<file path="config.mk">
export PLATFORM = sky130hd
export DESIGN_NAME = vx_tl_source_tracker
export DESIGN_NICKNAME = d
export VERILOG_FILES = /design/src/rtl/vx_tl_source_tracker.sv
export SDC_FILE = /design/constraint.sdc
export NUM_CORES = 1
export LEC_CHECK = 0
export CORE_AREA = 10 10 261 263
export CTS_CLUSTER_SIZE = 20
export DETAILED_ROUTE_END_ITERATION = 12
export DIE_AREA = 0 0 271 273
export SYNTH_ARGS = -nofsm -noshare
export SYNTH_HDL_FRONTEND = slang
export SYNTH_SLANG_ARGS = --single-unit
</file>
<file path="constraint.sdc">
create_clock -name clock -period 10.2 [get_ports clock]
set_clock_uncertainty 0.2 [all_clocks]
set_input_delay 2.04 -clock clock [delete_from_list [all_inputs] [get_ports clock]]
set_output_delay 2.04 -clock clock [all_outputs]
set_load 0.005 [all_outputs]
</file>
<file path="src/rtl/vx_tl_source_tracker.sv">
// Bridges the core line-granular memory port to TileLink-UH A/D channels with per-request source tracking.
// Optional perf counters (perf_reads, perf_writes, perf_stall_cycles) are built when VX_TL_PERF_EN is defined.
module vx_tl_source_tracker #(
    parameter int unsigned NUM_SOURCES = 8,
    parameter int unsigned CORE_TAG_W  = 15,
    parameter int unsigned LINE_ADDR_W = 28,
    parameter int unsigned DATA_W      = 128,
    parameter int unsigned TL_SOURCE_W = 15
) (
    input  logic                   clock,
    input  logic                   reset_n,

    input  logic                   core_req_valid,
    input  logic                   core_req_rw,
    input  logic [DATA_W/8-1:0]    core_req_byteen,
    input  logic [LINE_ADDR_W-1:0] core_req_addr,
    input  logic [DATA_W-1:0]      core_req_data,
    input  logic [CORE_TAG_W-1:0]  core_req_tag,
    output logic                   core_req_ready,

    output logic                   core_rsp_valid,
    output logic [DATA_W-1:0]      core_rsp_data,
    output logic [CORE_TAG_W-1:0]  core_rsp_tag,
    input  logic                   core_rsp_ready,

    output logic                   tl_a_valid,
    input  logic                   tl_a_ready,
    output logic [2:0]             tl_a_opcode,
    output logic [2:0]             tl_a_param,
    output logic [3:0]             tl_a_size,
    output logic [TL_SOURCE_W-1:0] tl_a_source,
    output logic [31:0]            tl_a_address,
    output logic [DATA_W/8-1:0]    tl_a_mask,
    output logic [DATA_W-1:0]      tl_a_data,
    output logic                   tl_a_corrupt,

    input  logic                   tl_d_valid,
    output logic                   tl_d_ready,
    input  logic [2:0]             tl_d_opcode,
    input  logic [TL_SOURCE_W-1:0] tl_d_source,
    input  logic [DATA_W-1:0]      tl_d_data,
    input  logic                   tl_d_denied,

`ifdef VX_TL_PERF_EN
    output logic [31:0]            perf_reads,
    output logic [31:0]            perf_writes,
    output logic [31:0]            perf_stall_cycles,
`endif
    output logic                   busy,
    output logic                   err
);

    localparam int unsigned SRC_IDX_W = $clog2(NUM_SOURCES);
    localparam int unsigned MASK_W    = DATA_W / 8;
    localparam int unsigned CNT_W     = SRC_IDX_W + 1;

    localparam logic [2:0] OP_PUT_FULL    = 3'd0;
    localparam logic [2:0] OP_PUT_PARTIAL = 3'd1;
    localparam logic [2:0] OP_GET         = 3'd4;
    localparam logic [2:0] OP_ACK         = 3'd0;
    localparam logic [2:0] OP_ACK_DATA    = 3'd1;

    // Two-entry request FIFO
    logic                   r_fifo_rw     [2];
    logic [MASK_W-1:0]      r_fifo_byteen [2];
    logic [LINE_ADDR_W-1:0] r_fifo_addr   [2];
    logic [DATA_W-1:0]      r_fifo_data   [2];
    logic [CORE_TAG_W-1:0]  r_fifo_tag    [2];
    logic                   r_wr_ptr;
    logic                   r_rd_ptr;
    logic [1:0]             r_fifo_cnt;

    // Source table
    logic [NUM_SOURCES-1:0] r_src_busy;
    logic [NUM_SOURCES-1:0] r_src_rw;
    logic [CORE_TAG_W-1:0]  r_src_tag [NUM_SOURCES];
    logic [CNT_W-1:0]       r_out_cnt;
    logic                   r_a_hold;
    logic [SRC_IDX_W-1:0]   r_a_hold_idx;
    logic                   r_err;

    logic                   w_fifo_full;
    logic                   w_fifo_empty;
    logic                   w_push;
    logic                   w_a_fire;
    logic                   w_any_free;
    logic [SRC_IDX_W-1:0]   w_free_idx;
    logic [SRC_IDX_W-1:0]   w_alloc_idx;
    logic                   w_head_rw;
    logic [MASK_W-1:0]      w_head_byteen;

    logic [SRC_IDX_W-1:0]   w_d_idx;
    logic                   w_d_in_range;
    logic                   w_d_busy;
    logic                   w_d_rw;
    logic                   w_d_bad;
    logic                   w_d_fire;
    logic                   w_d_free;

    assign w_fifo_full   = (r_fifo_cnt == 2'd2);
    assign w_fifo_empty  = (r_fifo_cnt == 2'd0);
    assign w_push        = core_req_valid & ~w_fifo_full;
    assign w_head_rw     = r_fifo_rw[r_rd_ptr];
    assign w_head_byteen = r_fifo_byteen[r_rd_ptr];

    // Lowest free source from the registered busy vector only
    always_comb begin
        w_free_idx = '0;
        w_any_free = ~(&r_src_busy);
        for (int i = NUM_SOURCES - 1; i >= 0; i--) begin
            if (!r_src_busy[i]) begin
                w_free_idx = SRC_IDX_W'(i);
            end
        end
    end

    // A held source stays free until it fires, so the hold never points at a busy slot
    assign w_alloc_idx = r_a_hold ? r_a_hold_idx : w_free_idx;
    assign w_a_fire    = tl_a_valid & tl_a_ready;

    assign core_req_ready = ~w_fifo_full;
    assign tl_a_valid     = ~w_fifo_empty & w_any_free;
    assign tl_a_opcode    = w_head_rw ? ((&w_head_byteen) ? OP_PUT_FULL : OP_PUT_PARTIAL) : OP_GET;
    assign tl_a_param     = 3'd0;
    assign tl_a_size      = 4'd4;
    assign tl_a_source    = TL_SOURCE_W'(w_alloc_idx);
    assign tl_a_address   = 32'({r_fifo_addr[r_rd_ptr], 4'b0000});
    assign tl_a_mask      = w_head_rw ? w_head_byteen : {MASK_W{1'b1}};
    assign tl_a_data      = r_fifo_data[r_rd_ptr];
    assign tl_a_corrupt   = 1'b0;

    assign w_d_idx      = tl_d_source[SRC_IDX_W-1:0];
    assign w_d_in_range = ((tl_d_source >> SRC_IDX_W) == '0);
    assign w_d_busy     = w_d_in_range & r_src_busy[w_d_idx];
    assign w_d_rw       = r_src_rw[w_d_idx];
    assign w_d_bad      = ~w_d_busy | (tl_d_opcode > OP_ACK_DATA) | tl_d_denied
                        | ((tl_d_opcode == OP_ACK) & ~w_d_rw)
                        | ((tl_d_opcode == OP_ACK_DATA) & w_d_rw);

    // Write acks are always sunk; data responses wait on the core
    assign tl_d_ready     = (tl_d_opcode == OP_ACK) ? 1'b1 : core_rsp_ready;
    assign w_d_fire       = tl_d_valid & tl_d_ready;
    assign w_d_free       = w_d_fire & w_d_busy;
    assign core_rsp_valid = tl_d_valid & (tl_d_opcode == OP_ACK_DATA) & ~w_d_bad;
    assign core_rsp_data  = tl_d_data;
    assign core_rsp_tag   = r_src_tag[w_d_idx];

    assign busy = ~w_fifo_empty | (r_out_cnt != '0);
    assign err  = r_err;

    // Control state
    always_ff @(posedge clock) begin
        if (!reset_n) begin
            r_wr_ptr     <= 1'b0;
            r_rd_ptr     <= 1'b0;
            r_fifo_cnt   <= 2'd0;
            r_src_busy   <= '0;
            r_out_cnt    <= '0;
            r_a_hold     <= 1'b0;
            r_a_hold_idx <= '0;
            r_err        <= 1'b0;
        end else begin
            if (w_push) begin
                r_wr_ptr <= ~r_wr_ptr;
            end
            if (w_a_fire) begin
                r_rd_ptr <= ~r_rd_ptr;
            end
            case ({w_push, w_a_fire})
                2'b10:   r_fifo_cnt <= r_fifo_cnt + 2'd1;
                2'b01:   r_fifo_cnt <= r_fifo_cnt - 2'd1;
                default: r_fifo_cnt <= r_fifo_cnt;
            endcase

            if (w_a_fire) begin
                r_src_busy[w_alloc_idx] <= 1'b1;
            end
            if (w_d_free) begin
                r_src_busy[w_d_idx] <= 1'b0;
            end
            case ({w_a_fire, w_d_free})
                2'b10:   r_out_cnt <= r_out_cnt + CNT_W'(1);
                2'b01:   r_out_cnt <= r_out_cnt - CNT_W'(1);
                default: r_out_cnt <= r_out_cnt;
            endcase

            if (tl_a_valid && !tl_a_ready) begin
                r_a_hold     <= 1'b1;
                r_a_hold_idx <= w_alloc_idx;
            end else if (w_a_fire) begin
                r_a_hold     <= 1'b0;
            end

            if (w_d_fire && w_d_bad) begin
                r_err <= 1'b1;
            end
        end
    end

    // Payload storage, qualified by the control state above
    always_ff @(posedge clock) begin
        if (w_push) begin
            r_fifo_rw[r_wr_ptr]     <= core_req_rw;
            r_fifo_byteen[r_wr_ptr] <= core_req_byteen;
            r_fifo_addr[r_wr_ptr]   <= core_req_addr;
            r_fifo_data[r_wr_ptr]   <= core_req_data;
            r_fifo_tag[r_wr_ptr]    <= core_req_tag;
        end
        if (w_a_fire) begin
            r_src_rw[w_alloc_idx]  <= w_head_rw;
            r_src_tag[w_alloc_idx] <= r_fifo_tag[r_rd_ptr];
        end
    end

`ifdef VX_TL_PERF_EN
    logic [31:0] r_perf_reads;
    logic [31:0] r_perf_writes;
    logic [31:0] r_perf_stall;

    // Saturating event counters
    always_ff @(posedge clock) begin
        if (!reset_n) begin
            r_perf_reads  <= '0;
            r_perf_writes <= '0;
            r_perf_stall  <= '0;
        end else begin
            if (w_a_fire && !w_head_rw && (r_perf_reads != 32'hFFFF_FFFF)) begin
                r_perf_reads <= r_perf_reads + 32'd1;
            end
            if (w_a_fire && w_head_rw && (r_perf_writes != 32'hFFFF_FFFF)) begin
                r_perf_writes <= r_perf_writes + 32'd1;
            end
            if (!w_fifo_empty && (!tl_a_valid || !tl_a_ready) && (r_perf_stall != 32'hFFFF_FFFF)) begin
                r_perf_stall <= r_perf_stall + 32'd1;
            end
        end
    end

    assign perf_reads        = r_perf_reads;
    assign perf_writes       = r_perf_writes;
    assign perf_stall_cycles = r_perf_stall;
`endif

endmodule

</file>
* Yosys cells after proc, flatten, opt, wreduce, memory -nomap -nowiden
Memories as Yosys holds them, arrays and structs flattened. A register that Yosys moved wholly into a read port is not among the register bits.
Index checks and enable logic that the tools add are counted.
** Word-level totals
- Flip-flop bits (word level) :: 29
- Bits in writable memories :: 496
- Input port bits :: 341
- Word-level logic and storage cells :: 113
- Memories kept :: 6
** Operators by class
- Add/subtract/negate cells :: 4
- $lt $le $gt $ge :: 5
- Equality and inequality tests :: 6
- Mux-type cells :: 43
- Bitwise logic cells :: 26
- Reduce and logical (&&, ||, !) cells :: 14
** Memory list
- r_fifo_data :: depth 2, width 128, rd ports 1, clocked after Yosys merged registers in 1, write ports 1, RTL line 67 : logic [DATA_W-1:0] r_fifo_data [2];
- r_src_tag :: depth 8, width 15, rd ports 1, clocked after Yosys merged registers in 0, write ports 1, RTL line 76 : logic [CORE_TAG_W-1:0] r_src_tag [NUM_SOURCES];
- r_fifo_addr :: depth 2, width 28, rd ports 1, clocked after Yosys merged registers in 1, write ports 1, RTL line 66 : logic [LINE_ADDR_W-1:0] r_fifo_addr [2];
- r_fifo_byteen :: depth 2, width 16, rd ports 1, clocked after Yosys merged registers in 1, write ports 1, RTL line 65 : logic [MASK_W-1:0] r_fifo_byteen [2];
- r_fifo_tag :: depth 2, width 15, rd ports 1, clocked after Yosys merged registers in 1, write ports 1, RTL line 68 : logic [CORE_TAG_W-1:0] r_fifo_tag [2];
- r_fifo_rw :: depth 2, width 1, rd ports 1, clocked after Yosys merged registers in 1, write ports 1, RTL line 64 : logic r_fifo_rw [2];
** Operators with widths (count)
- $mux W3 :: 10
- $mux W8 :: 3
- $mux W1 :: 22
- $mux W16 :: 1
- $reduce_and A16 Y1 :: 1
- $logic_not A15 Y1 :: 1
- $and A1 B1 Y1 :: 10
- $and A8 B8 Y8 :: 1
- $bwmux W8 :: 1
- $lt A3 B4 Y1 const B :: 2
- $not A1 Y1 :: 8
- $not A8 Y8 :: 1
- $or A8 B8 Y8 :: 1
- $pmux W4 S2 :: 1
- $reduce_and A8 Y1 :: 1
- $bmux W1 S3 :: 2
- $demux W1 S3 :: 2
- $eq A2 B2 Y1 const B :: 3
- $ge A3 B1 Y1 const B :: 2
- $reduce_bool A2 Y1 :: 3
- $or A1 B1 Y1 :: 5
- $add A4 B1 Y4 const B :: 1
- $eq A2 B1 Y1 const B :: 2
- $logic_and A1 B1 Y1 :: 4
- 10 further kinds :: 10

* Longest topological paths before layout
Gate-level depths: netlist of the first run.
- Depth after elaboration :: 18
- Gate-level depth with buffers :: 12

* Worst setup path after synthesis of the first run
Ideal clock, no wire load.
- Path type :: input-to-reg
- From :: input port core_req_valid
- To :: memory r_fifo_addr[0][0] (enable)
- Data arrival time :: 9939 ps
- Required time :: 9260 ps
- Path slack :: -679 ps
- Stages on the path :: 2
- Cells stage by stage :: nand2_1 -> nor2_1
** Between the ends
- Longest elaborated chain between the ends :: 3
** RTL lines
- from (decl) :: RTL line 13 : input logic core_req_valid,
- $and A1 B1 Y1 :: RTL line 102 : assign w_push = core_req_valid & ~w_fifo_full;
- $mux W1 :: RTL line 202 : if (w_push) begin
- $mux W1 (not written as such) :: RTL line 205 : r_fifo_addr[r_wr_ptr] <= core_req_addr;
- to (decl) :: RTL line 66
Every way passes these cells.

* Worst setup path after layout of the first run
- From :: input port tl_d_source[1]
- To :: output port core_rsp_tag[9]
** Between the ends
- Longest elaborated chain between the ends :: 1
** RTL lines
- from (decl) :: RTL line 40 : input logic [TL_SOURCE_W-1:0] tl_d_source,
- $mem_v2 Z8 W15
- to (decl) :: RTL line 23 : output logic [CORE_TAG_W-1:0] core_rsp_tag,
Every way passes these cells.

==> results of run 1 <==
## registers in the layout, indices dropped and copies added (netlist names), 4 cells and up, named ones only
| name | cells |
|---|---|
| r_fifo_addr | 56 |
| r_fifo_byteen | 32 |
| r_fifo_data | 256 |
| r_fifo_tag | 30 |
| r_out_cnt | 4 |
| r_src_busy | 8 |
| r_src_rw | 8 |
| r_src_tag | 120 |
## metal layers
metal | up-vias | part of all wire [%] | GRT usage, %
met4 | 28 | 2.4 | 4.734
met5 | - | 0.49 | 1.577
met3 | 133 | 15 | 9.939
li1 | 4989 | - | -
met2 | 552 | 47 | 23.82
met1 | 5480 | 35 | 15.25
## worst min-delay path, cell delays in order (launching register included)
cell,delay (ps)
dfxtp_1,310
inv_1,70
a31oi_1,70
## logic make-up after synthesis
| family | synth area share (%) |
|---|---|
| AOI/OAI and AO/OA | 3.936 |
| xor gates and xnor gates | 0.2962 |
| buffers and inverters | 6.589 |
| DFF | 75.25 |
| and+or+nand+nor | 3.204 |
| adders and majority gates | 0.3385 |
| other | 0.03628 |
| muxes | 10.35 |
## per-stage QoR
step / std cells / worst slack, ps / utilization [%]
after floorplan: 1188 / 2516 / -
after global placement: 2271 / 3010 / 39.57
after detailed placement: 2271 / 2923 / 39.57
after CTS: 2375 / 2929 / 42.54
after global routing: 2376 / 2846 / 42.54
final: 2381 / 3049 / 42.56
## cell usage in the layout, fill, tap and decap left out, drive strengths merged, types with 5 or more instances in the layout
master         count
nand2             33
dfxtp             22
nand3             12
edfxtp           504
diode              6
nor4               6
nand4             18
o221a              8
nand2b             6
a22oi             56
bufinv             5
o21ai             14
xnor2              6
and4               5
clkinv            17
clkdlybuf4s50    410
mux2i             16
conb              25
clkbuf            73
mux2             172
buf               17
and2               7
inv               22
nor2              13
## worst paths after layout
path,end,slack (ps)
max reg2reg,r_out_cnt[3],7020
min,err,290
max,core_rsp_tag[9],3050
min reg2reg,err,290
## where the power goes
part / internal (W) / leakage [nW] / switching, W
sequential: 0.00272 / 4.85 / 0.0000834
combinational: 0.000823 / 3.03 / 0.000718
clock: 0.00118 / 0.906 / 0.000840
## layout make-up
cell class              count  area, sq um
fillers                  5560        36030
flip-flops and latches    526        15580
repair buffers            427         4244
multi-input cells         456         3885
clock buffers              73         1515
well taps                 846         1059
clock inverters            31        345.3
inverters                  16        60.06
diodes                      6        15.01
==> flow_summary.yaml, run 1 <==
clock_network:
  hold_buffers: 0
  cts-resized-gates: 0
  cts.reportedPaths.clkPinSlew_ps: 60
  clockBufferDepth: 3
  cts_tree: "done"
  htreeDepth: 2
  cts_root_buf: "clkbuf_16"
  numCtsBuffers: 56
  cts.sinks: 526
  cts_setup_buffers: 0
  clock_latency_ps: 600
floorplan:
  dieArea_sq_um: 73980
  start_util_pct: 32.99
  die_y_um: 273
  rows: 92
  die_w_um: 271
  core_area_sq_um: 62740
  ioPinCount: 692
global_routing:
  grt_max_degree: 145
  grt_pass1_wl_mm: 82.17
  grt_usage_pct: 14.80
  antenna_found_initial: 19
  grt_pass1_vias: 12300
  gr-total-overflow: 0
timing:
  slew-limit-headroom_pct: 25.00
  setup-violations-final: 0
  hold-worst-slack_ps: 292.8
  period_minus_slack_ps: 7151
  finalHoldViolations: 0
  final.setup.tns_ps: 0
  rsz0062_at_grt: "false"
  period_share_pct: 70.11
  tightest_slew_ps: 1125
  final_max_slew_viol_count: 0
  fmax_ghz: 0.1398
cells_and_area:
  area_delta_synth_final_pct: 29.01
  fin_area_sq_um: 26700
  drive_gt1_share_pct: 19.23
  nets: 1829
setup_path:
  crit_path_max_incr_delay_ps: 770
  crit_family: "buffers and inverters"
  r2r_start: "r_src_busy[0]"
  rr_worst_depth: 11
  critical_path.cell_chain: "clkdlybuf4s50_1 -> or2b_2 -> nor2_2 -> a22oi_1 -> nand4_1 -> clkdlybuf4s50_1"
  end_kind: "output port"
  path_depth: 6
  startpoint_type: "input pin"
  arrival_ps: 4910
  startpoint: "tl_d_source[1]"
  cp_slowest_cell: "clkdlybuf4s50_1"
  cp.buffers_inverters: 2
  worstSetupPathType: "input pin to output port"
  cp_max_fo: 16
  crit_top_cell: "clkdlybuf4s50_1"
  cp.required_ps: 7960
drt:
  firstDrtPassIters: 4
  wirelength_mm: 56.83
  avgRoutedWirePerCell_um: 23.87
  viasPerCell: 4.696
  drc: 0
  initialDrtViolationCount: 734
  route.vias.total: 11180
  ant_nets: 0
run:
  cap_violations: 0
synthesis:
  syn_area_sq_um: 20700
  synth_top_cells_by_area: "edfxtp_1 73%, mux2_2 9.4%, buf_4 5.5%"
  syn_avg_cell_area_sq_um: 17.77
  synth_edf_count: 504
  synthTopCellsByCount: "504 x edfxtp_1, 172 x mux2_2, 153 x buf_4"
  synthCells: 1165
  synth-seq-cells: 526
  yosys_warnings: 0
  synth_top_area_share_pct: 73.12
  synth.distinct_cells: 57
  seq_area_frac_synth_pct: 75.25
  yosysMostFrequentCell: "edfxtp_1"
  async_flop_share_pct: 0
  synth_ff_type: "edfxtp_1"
  yosysTopAreaCell: "edfxtp_1"
worst_hold_path:
  hold_depth: 2
  min_path_type: "register to register"
  hold_start: "err"
pwr:
  p_total_w: 0.006365
  leakage_nw: 8.789
  power.density_nw_per_um2: 238.4
  ir_drop_v: 0.0001493
run_status:
  status: "finished clean"
placed_design:
  dpl_cell_area_sq_um: 24830
  io_buffers: 410
  dp_hpwl_mm: 40.21
  place_congestion: 0.7799
(Power assumes the default switching activity.)
==> run 2: changes to the inputs <==
- clock period: 10.2 -> 5.8 ns (I/O delays scaled with it)
==> run 2 against run 1 <==
Non-clock buffer count is 2 higher; global-route usage is 0.095 points lower; critical path depth is 1 higher; first-iteration DRC count is 12% lower; combinational power is 77% higher; critical path type unchanged; critical endpoint is now core_rsp_valid.
==> flow_summary.yaml, run 2 (synthesized netlist as in run 1, its figures left out) <==
run_status:
  status: "finished clean"
global_routing:
  grt_pass1_vias: 12010
  grt_usage_pct: 14.70
  grt_max_degree: 118
  gr-total-overflow: 0
  antenna_found_initial: 22
  grt_pass1_wl_mm: 81.21
clock_network:
  cts.reportedPaths.clkPinSlew_ps: 50
  cts.sinks: 526
  cts-resized-gates: 0
  cts_tree: "done"
  clock_latency_ps: 590
  hold_buffers: 0
  numCtsBuffers: 55
  cts_root_buf: "clkbuf_16"
  htreeDepth: 2
  cts_setup_buffers: 0
  clockBufferDepth: 3
drt:
  viasPerCell: 4.712
  route.vias.total: 11230
  initialDrtViolationCount: 643
  wirelength_mm: 56.46
  drc: 0
  ant_nets: 0
  avgRoutedWirePerCell_um: 23.70
  firstDrtPassIters: 5
timing:
  final_max_slew_viol_count: 0
  fmax_ghz: 0.1971
  finalHoldViolations: 0
  setup-violations-final: 0
  tightest_slew_ps: 1102
  slew-limit-headroom_pct: 26.55
  rsz0062_at_grt: "false"
  period_minus_slack_ps: 5074
  period_share_pct: 87.48
  final.setup.tns_ps: 0
run:
  cap_violations: 0
floorplan:
  start_util_pct: 32.99
  die_y_um: 273
  die_w_um: 271
  core_area_sq_um: 62740
  rows: 92
  ioPinCount: 692
  dieArea_sq_um: 73980
setup_path:
  cp_max_fo: 11
  rr_worst_depth: 11
  worstSetupPathType: "input pin to output port"
  end_kind: "output port"
  startpoint_type: "input pin"
  arrival_ps: 3710
  cp.required_ps: 4440
cells_and_area:
  largest_reg_flops: 256
  nFillCells: 5534
  mostFrequentLayoutCell: "edfxtp_1"
  biggestRegsByFlops: "r_fifo_data x256, r_src_tag x120, r_fifo_addr x56"
  max_flop_register: "r_fifo_data"
  nets: 1830
  multi_input_area_sq_um: 3882
  drive_gt1_share_pct: 18.80
  ff_latch_area_sq_um: 15580
  area_delta_synth_final_pct: 28.41
  final_cell_mix: "504 x edfxtp_1, 410 x clkdlybuf4s50_1, 172 x mux2_2"
placed_design:
  place_congestion: 0.7791
  dp_hpwl_mm: 39.71
  io_buffers: 410
worst_hold_path:
  min_path_type: "register to register"
  hold_depth: 2
pwr:
  leakage_nw: 8.729
  power.density_nw_per_um2: 409.0
  p_total_w: 0.01087
  ir_drop_v: 0.0002561
[run 2: changes by cell type in the layout (fill, tap and decap cells not counted), sizes merged]
cell,change
buf,+2
diode,+3
clkinv,+3
bufinv,-5
inv,-3
clkinvlp,-2
clkbuf,+3
[run 2: layout make-up]
type                       count  area share (%)
antenna                        9         0.08474
clock buffer                  76           5.701
clock inverter                24          0.5225
inverter                      16          0.2260
multi-input combinational    456           14.61
sequential                   526           58.62
tap                          846           3.983
timing repair buffer         429           16.26
[run 2: per-stage QoR]
stage | area, sq um | cells | setup slack (ps) | util, % | hold WS, ps
6_report | 26580 | 2382 | 726.1 | 42.37 | 283.2
5_1_grt | 26560 | 2375 | 590.1 | 42.34 | 318.7
4_1_cts | 26560 | 2373 | 703.3 | 42.33 | 287.3
3_5_place_dp | 24900 | 2273 | 714.1 | 39.69 | 276.5
3_3_place_gp | 24900 | 2273 | 738.6 | 39.69 | 274.2
2_1_floorplan | 20790 | 1188 | 1121 | - | 264.3
[run 2: path summary, 6_finish.rpt]
path / start / to / slack (ps)
worst min-delay path: err / err / 280
worst max-delay path: tl_d_source[1] / core_rsp_valid / 730
worst min register to register: err / err / 280
worst max register to register: r_src_busy[0] / r_out_cnt[3] / 2790
[run 2: where the power goes]
group / switching, W / total, W / internal (W)
Combinational: 0.00125 / 0.00272 / 0.00147
Clock: 0.00140 / 0.00322 / 0.00182
Sequential: 0.000157 / 0.00493 / 0.00477
Total: 0.00280 / 0.0109 / 0.00807
[run 2: metal layers]
layer / GRT usage [%] / vias to the layer above / wire (um)
li1: - / 5007 / -
met4: 4.381 / 26 / 1321
met3: 10.13 / 129 / 8318
met5: 0.4599 / - / 177
met2: 23.07 / 548 / 26140
met1: 15.71 / 5515 / 20510
[run 2: worst max-delay path, stage by stage]
cell             delay (ps)
clkdlybuf4s50_1         640
or2b_2                  310
nor2_2                   50
a221o_1                 390
or4_1                   530
nor2_1                  110
clkdlybuf4s50_1         510
